## src/rtl/led_pwm_pkg.sv

```systemverilog
// Shared constants and the channel-index width helper for the LED PWM bank.
package led_pwm_pkg;

  localparam int PWM_WIDTH_DEF    = 8;
  localparam int PWM_CHANNELS_DEF = 8;
  localparam int PWM_PRESCALE_DEF = 195;

  // Index width for n items; never below 1 so a single item still gets a port bit.
  function automatic int cw_of(input int n);
    return (n <= 1) ? 1 : $clog2(n);
  endfunction

endpackage

```

## src/rtl/pwm_prescaler.sv

```systemverilog
// Clock-enable prescaler: one-cycle tick every PRESCALE clocks while enabled.
// Used instead of a derived slow clock so everything stays in the clk domain.
module pwm_prescaler
  import led_pwm_pkg::*;
#(
  parameter int PRESCALE = PWM_PRESCALE_DEF
) (
  input  logic clk,
  input  logic resn,
  input  logic enable,
  output logic tick
);

  localparam int PW = cw_of(PRESCALE);
  localparam logic [PW-1:0] LAST = PW'(PRESCALE - 1);

  logic [PW-1:0] pcnt_q, pcnt_d;

  // Tick on the last count of each period; PRESCALE = 1 ticks every enabled cycle.
  assign tick = enable && (pcnt_q == LAST);

  // Next count: held at 0 while halted, wraps to 0 after the tick.
  always_comb begin
    pcnt_d = pcnt_q;
    if (!enable || tick) begin
      pcnt_d = '0;
    end else begin
      pcnt_d = pcnt_q + 1'b1;
    end
  end

  // Count register.
  always_ff @(posedge clk or negedge resn) begin
    if (!resn) begin
      pcnt_q <= '0;
    end else begin
      pcnt_q <= pcnt_d;
    end
  end

endmodule

```

## src/rtl/led_pwm_bank.sv

```systemverilog
// Multi-channel PWM bank with frame-aligned (shadow-buffered) duty updates.
//
// Write handshake: duty_ready is combinational from duty_chan only (high when
// that channel has no pending update, always high for out-of-range channels);
// a write is accepted on any cycle where duty_valid && duty_ready, at most one
// per cycle. Out-of-range writes are accepted and dropped.
module led_pwm_bank
  import led_pwm_pkg::*;
#(
  parameter int  CHANNELS = PWM_CHANNELS_DEF,
  parameter int  WIDTH    = PWM_WIDTH_DEF,
  parameter int  PRESCALE = PWM_PRESCALE_DEF,
  localparam int CW       = cw_of(CHANNELS)
) (
  input  logic                clk,
  input  logic                resn,
  input  logic                enable,
  input  logic                duty_valid,
  output logic                duty_ready,
  input  logic [CW-1:0]       duty_chan,
  input  logic [WIDTH-1:0]    duty_value,
  output logic [CHANNELS-1:0] pwm_out,
  output logic                frame_tick
);

  logic                            tick;
  logic                            wrap;
  logic                            commit;
  logic                            accept;
  logic [WIDTH-1:0]                fcnt_q, fcnt_d;
  logic [CHANNELS-1:0][WIDTH-1:0]  active_q, active_d;
  logic [CHANNELS-1:0][WIDTH-1:0]  shadow_q, shadow_d;
  logic [CHANNELS-1:0]             pending_q, pending_d;
  logic [CHANNELS-1:0]             pwm_q, pwm_d;
  logic                            frame_tick_q;

  pwm_prescaler #(.PRESCALE(PRESCALE)) u_prescaler (
    .clk    (clk),
    .resn   (resn),
    .enable (enable),
    .tick   (tick)
  );

  // A wrap is the tick that takes the frame counter from all-ones back to 0.
  assign wrap   = tick && (fcnt_q == '1);
  // Updates land at frame boundaries, or immediately while halted.
  assign commit = wrap || !enable;
  assign accept = duty_valid && duty_ready;

  // Ready is the selected channel's free slot; unmatched indices stay ready.
  always_comb begin
    duty_ready = 1'b1;
    for (int i = 0; i < CHANNELS; i++) begin
      if (duty_chan == CW'(i)) begin
        duty_ready = !pending_q[i];
      end
    end
  end

  // Next frame count, duty arrays and compare result.
  always_comb begin
    fcnt_d    = fcnt_q;
    active_d  = active_q;
    shadow_d  = shadow_q;
    pending_d = pending_q;
    pwm_d     = '0;
    if (!enable) begin
      fcnt_d = '0;
    end else if (tick) begin
      fcnt_d = fcnt_q + 1'b1;
    end
    // Commit before accept: a write landing on the wrap cycle waits a frame.
    for (int i = 0; i < CHANNELS; i++) begin
      if (commit && pending_q[i]) begin
        active_d[i]  = shadow_q[i];
        pending_d[i] = 1'b0;
      end
    end
    for (int i = 0; i < CHANNELS; i++) begin
      if (accept && (duty_chan == CW'(i))) begin
        shadow_d[i]  = duty_value;
        pending_d[i] = 1'b1;
      end
    end
    // Compare against the upcoming count so each high run starts on the
    // frame_tick cycle.
    for (int i = 0; i < CHANNELS; i++) begin
      pwm_d[i] = enable && (fcnt_d < active_d[i]);
    end
  end

  // State and output registers.
  always_ff @(posedge clk or negedge resn) begin
    if (!resn) begin
      fcnt_q       <= '0;
      active_q     <= '0;
      shadow_q     <= '0;
      pending_q    <= '0;
      pwm_q        <= '0;
      frame_tick_q <= 1'b0;
    end else begin
      fcnt_q       <= fcnt_d;
      active_q     <= active_d;
      shadow_q     <= shadow_d;
      pending_q    <= pending_d;
      pwm_q        <= pwm_d;
      frame_tick_q <= wrap;
    end
  end

  assign pwm_out    = pwm_q;
  assign frame_tick = frame_tick_q;

endmodule

```

## config.mk

```make
export PLATFORM = sky130hd
export DESIGN_NAME = led_pwm_bank
export DESIGN_NICKNAME = d
export VERILOG_FILES = /design/src/rtl/led_pwm_pkg.sv /design/src/rtl/pwm_prescaler.sv /design/src/rtl/led_pwm_bank.sv
export SDC_FILE = /design/constraint.sdc
export NUM_CORES = 1
export LEC_CHECK = 0
export CAP_MARGIN = 15
export CELL_PAD_IN_SITES_DETAIL_PLACEMENT = 0
export CELL_PAD_IN_SITES_GLOBAL_PLACEMENT = 1
export CORE_UTILIZATION = 40
export DETAILED_ROUTE_END_ITERATION = 8
export PLACE_DENSITY_LB_ADDON = 0.1
export SLEW_MARGIN = 10
export SYNTH_ARGS = -nofsm -noshare
export SYNTH_HDL_FRONTEND = slang
export SYNTH_SLANG_ARGS = --single-unit
```

## constraint.sdc

```tcl
create_clock -name clk -period 8.54 [get_ports clk]
set_input_delay 2.135 -clock clk [delete_from_list [all_inputs] [get_ports clk]]
set_output_delay 2.135 -clock clk [all_outputs]
set_load 0.02 [all_outputs]
```

==> impl_metrics.yaml <==
critical_path:
  cp_slowest_cell: "clkdlybuf4s50_1"
  cp_data_arrival_time_ps: 4550
  worst_r2r_path_depth: 14
  crit_family: "buffers and inverters"
  start_kind: "primary input"
  crit_buf_inv: 2
  crit_path_end_kind: "primary output"
  crit_top_cell: "clkdlybuf4s50_1"
  worstPathCellList: "clkdlybuf4s50_1 > mux2i_1 > o22ai_1 > a221o_1 > o21ai_0 > clkdlybuf4s50_1"
  worstPathRequired_ps: 6410
  path_class: "primary input to primary output"
  worstPathMaxFanout: 10
  cp.depth: 6
  critical-path-max-stage-delay_ps: 870
final_layout:
  multi_input_comb_area_sq_mm: 0.00337
  antenna_cells: 0
  area_growth_syn_to_layout_pct: 14.9
  final_cell_mix: "dfrtp_1, inv_1, mux2_2"
  drive_gt1_share_pct: 19.7
  final_core_util_pct: 47.4
  final_common_cell: "dfrtp_1"
  seqCellArea_sq_mm: 0.00403
  final_cells: 934
  fillers: 1767
  finalNetCount: 738
hold_path:
  whs_path_depth: 2
  hold_path.class: "register to register"
clock_tree:
  numCtsBuffers: 17
  cts_buffer_depth: 2
  cts_hold_buf: 0
  cts-htree-levels: 4
  post_cts_buffers: 0
  clk_pin_slew_ps: 60
  cts.repair.resized: 0
  cts.sinks: 161
  insertion_delay_ps: 420
  cts_root_buf: "clkbuf_16"
  cts_tree: "done"
global_route:
  grt_pass1_vias: 4800
  antenna_found_initial: 0
  grt.overflow.total: 0
  grtUsageTotal_pct: 18.8
  grt_first_pass_wirelength_microns: 27400
  grt_max_degree: 92
run:
  drv_cap: 0
die:
  die_area_sq_mm: 0.0200
  die_x_microns: 142
  core_area_sq_mm: 0.0189
  rows: 50
  start_util_pct: 41.2
  die-height_microns: 142
  io_pins: 25
detailed_routing:
  viasPerCell: 5.02
  route.detailed.drc: 0
  drtIter0Drc: 195
  dr_total_vias: 4691
  wl_microns: 17300
  route.detailed.wl_per_inst_microns: 18.6
  ant_nets: 0
  drt-pass1-iter-count: 4
synth:
  synth_cell_types: 50
  synth_area_sq_mm: 0.00779
  synth-seq-cells: 161
  synthCells: 624
  async_reset_ff_share_pct: 100
  ys_warn_count: 0
  syn_area_per_cell_sq_um: 12.5
  yosysSeqAreaShare_pct: 51.7
  synth_flop_cell: "dfrtp_1"
  synth_edf_count: 0
  synthesis.nets: 698
timing:
  fmax_mhz: 150
  drv_slew: 0
  finalCritPeriodShare_pct: 78.2
  rsz0062_at_grt: "no"
  relSlewSlack_pct: 39.1
  final-setup-viol-count: 0
  skew_ps: 5.44
  tightest_slew_ps: 908
  finalHoldViolations: 0
  period_needed_ps: 6680
  setup_tns_ps: 0
place:
  dp_cells: 905
  portBuffers: 24
  gp_congestion: 0.774
  dp_hpwl_microns: 11400
pwr:
  power-per-cell-area_mw_per_mm2: 263
  vdd_drop_max_v: 0.000165
  p_leak_nw: 4.43
outcome:
  status: "completed"
## worst reg2reg max path, stage by stage (launching register included)
cell	delay [ps]
dfrtp_1	420
inv_1	70
ha_1	140
nor3b_4	350
nand2_1	220
nor3_1	290
xnor2_1	90
nor2_1	480
buf_4	310
ha_1	260
nand3_1	110
o22ai_1	90
or3_1	340
nor4_1	190
o2bb2ai_1	140
## path summary, 6_finish.rpt
path / startpoint / to / slack (ps)
max in group asynchronous: resn / active_q[60] / 5380
min in group asynchronous: resn / shadow_q[29] / 1770
worst max-delay path: duty_chan[2] / duty_ready / 1860
worst max register to register: u_prescaler.pcnt_q[0] / pwm_out[5] / 4970
worst min register to register: active_q[28] / active_q[28] / 480
worst min-delay path: active_q[28] / active_q[28] / 480
## Yosys cell counts (7+ instances only)
library cell	number	area, sq um
a21oi_1	21	105
inv_1	73	274
nor3_1	7	35.0
nand3_1	10	50.1
nand2_1	17	63.8
mux2_2	68	766
nor2_1	23	86.3
mux2i_1	54	541
o21ai_0	12	60.1
or3_1	8	50.1
ha_1	59	738
dfrtp_1	161	4030
a21o_1	8	60.1
mux2_4	9	135
## sequential cells by signal, indices dropped and copies added, names as in the netlist
| name | flops |
|---|---|
| fcnt_q | 8 |
| u_prescaler.pcnt_q | 8 |
| pwm_out | 8 |
| frame_tick | 1 |
| shadow_q | 64 |
| active_q | 64 |
| pending_q | 8 |
## final cells by class
| cell class | count | area share [%] |
|---|---|---|
| clock buffers | 23 | 5.34 |
| clock inverters | 6 | 1.45 |
| inverters | 73 | 3.06 |
| multi-input cells | 373 | 37.6 |
| flip-flops and latches | 161 | 45.0 |
| well taps | 260 | 3.63 |
| repair buffers | 38 | 3.87 |
## report_power, final
group          leakage [nW]  switching, mW  internal (mW)
Combinational          2.14          0.261          0.238
Sequential             2.00         0.0760          0.981
Clock                 0.299          0.289          0.507
Total                  4.43          0.626           1.73
## cell families (layout without fill, tap and decap cells)
logic type,Yosys count,after routing,synth area share (%)
AOI/OAI and AO/OA,70,70,6.04
xor gates and xnor gates,12,12,1.35
adders and majority gates,59,59,9.47
buffers and inverters,90,140,5.06
DFF,161,161,51.7
muxes,131,131,18.5
and+or+nand+nor,101,101,7.88
## metal layers
metal  global-route usage, %  vias to the layer above  wire (microns)
li1                        -                     2252               -
met1                    25.5                     2375            8430
met2                    30.2                       51            8170
met3                    4.22                       13             479
met4                    5.55                        0             245
met5                       0                        -               0
## through the flow
stage	hold slack (ps)	power [mW]	setup WS [ps]	instance area, sq um
after floorplan	451	1.43	3300	7790
after global placement	469	1.55	1910	8340
after detailed placement	474	1.58	1830	8340
after CTS	488	2.39	1830	8950
after global routing	505	2.50	1780	8950
final	485	2.35	1860	8950
(Power assumes the default switching activity.)
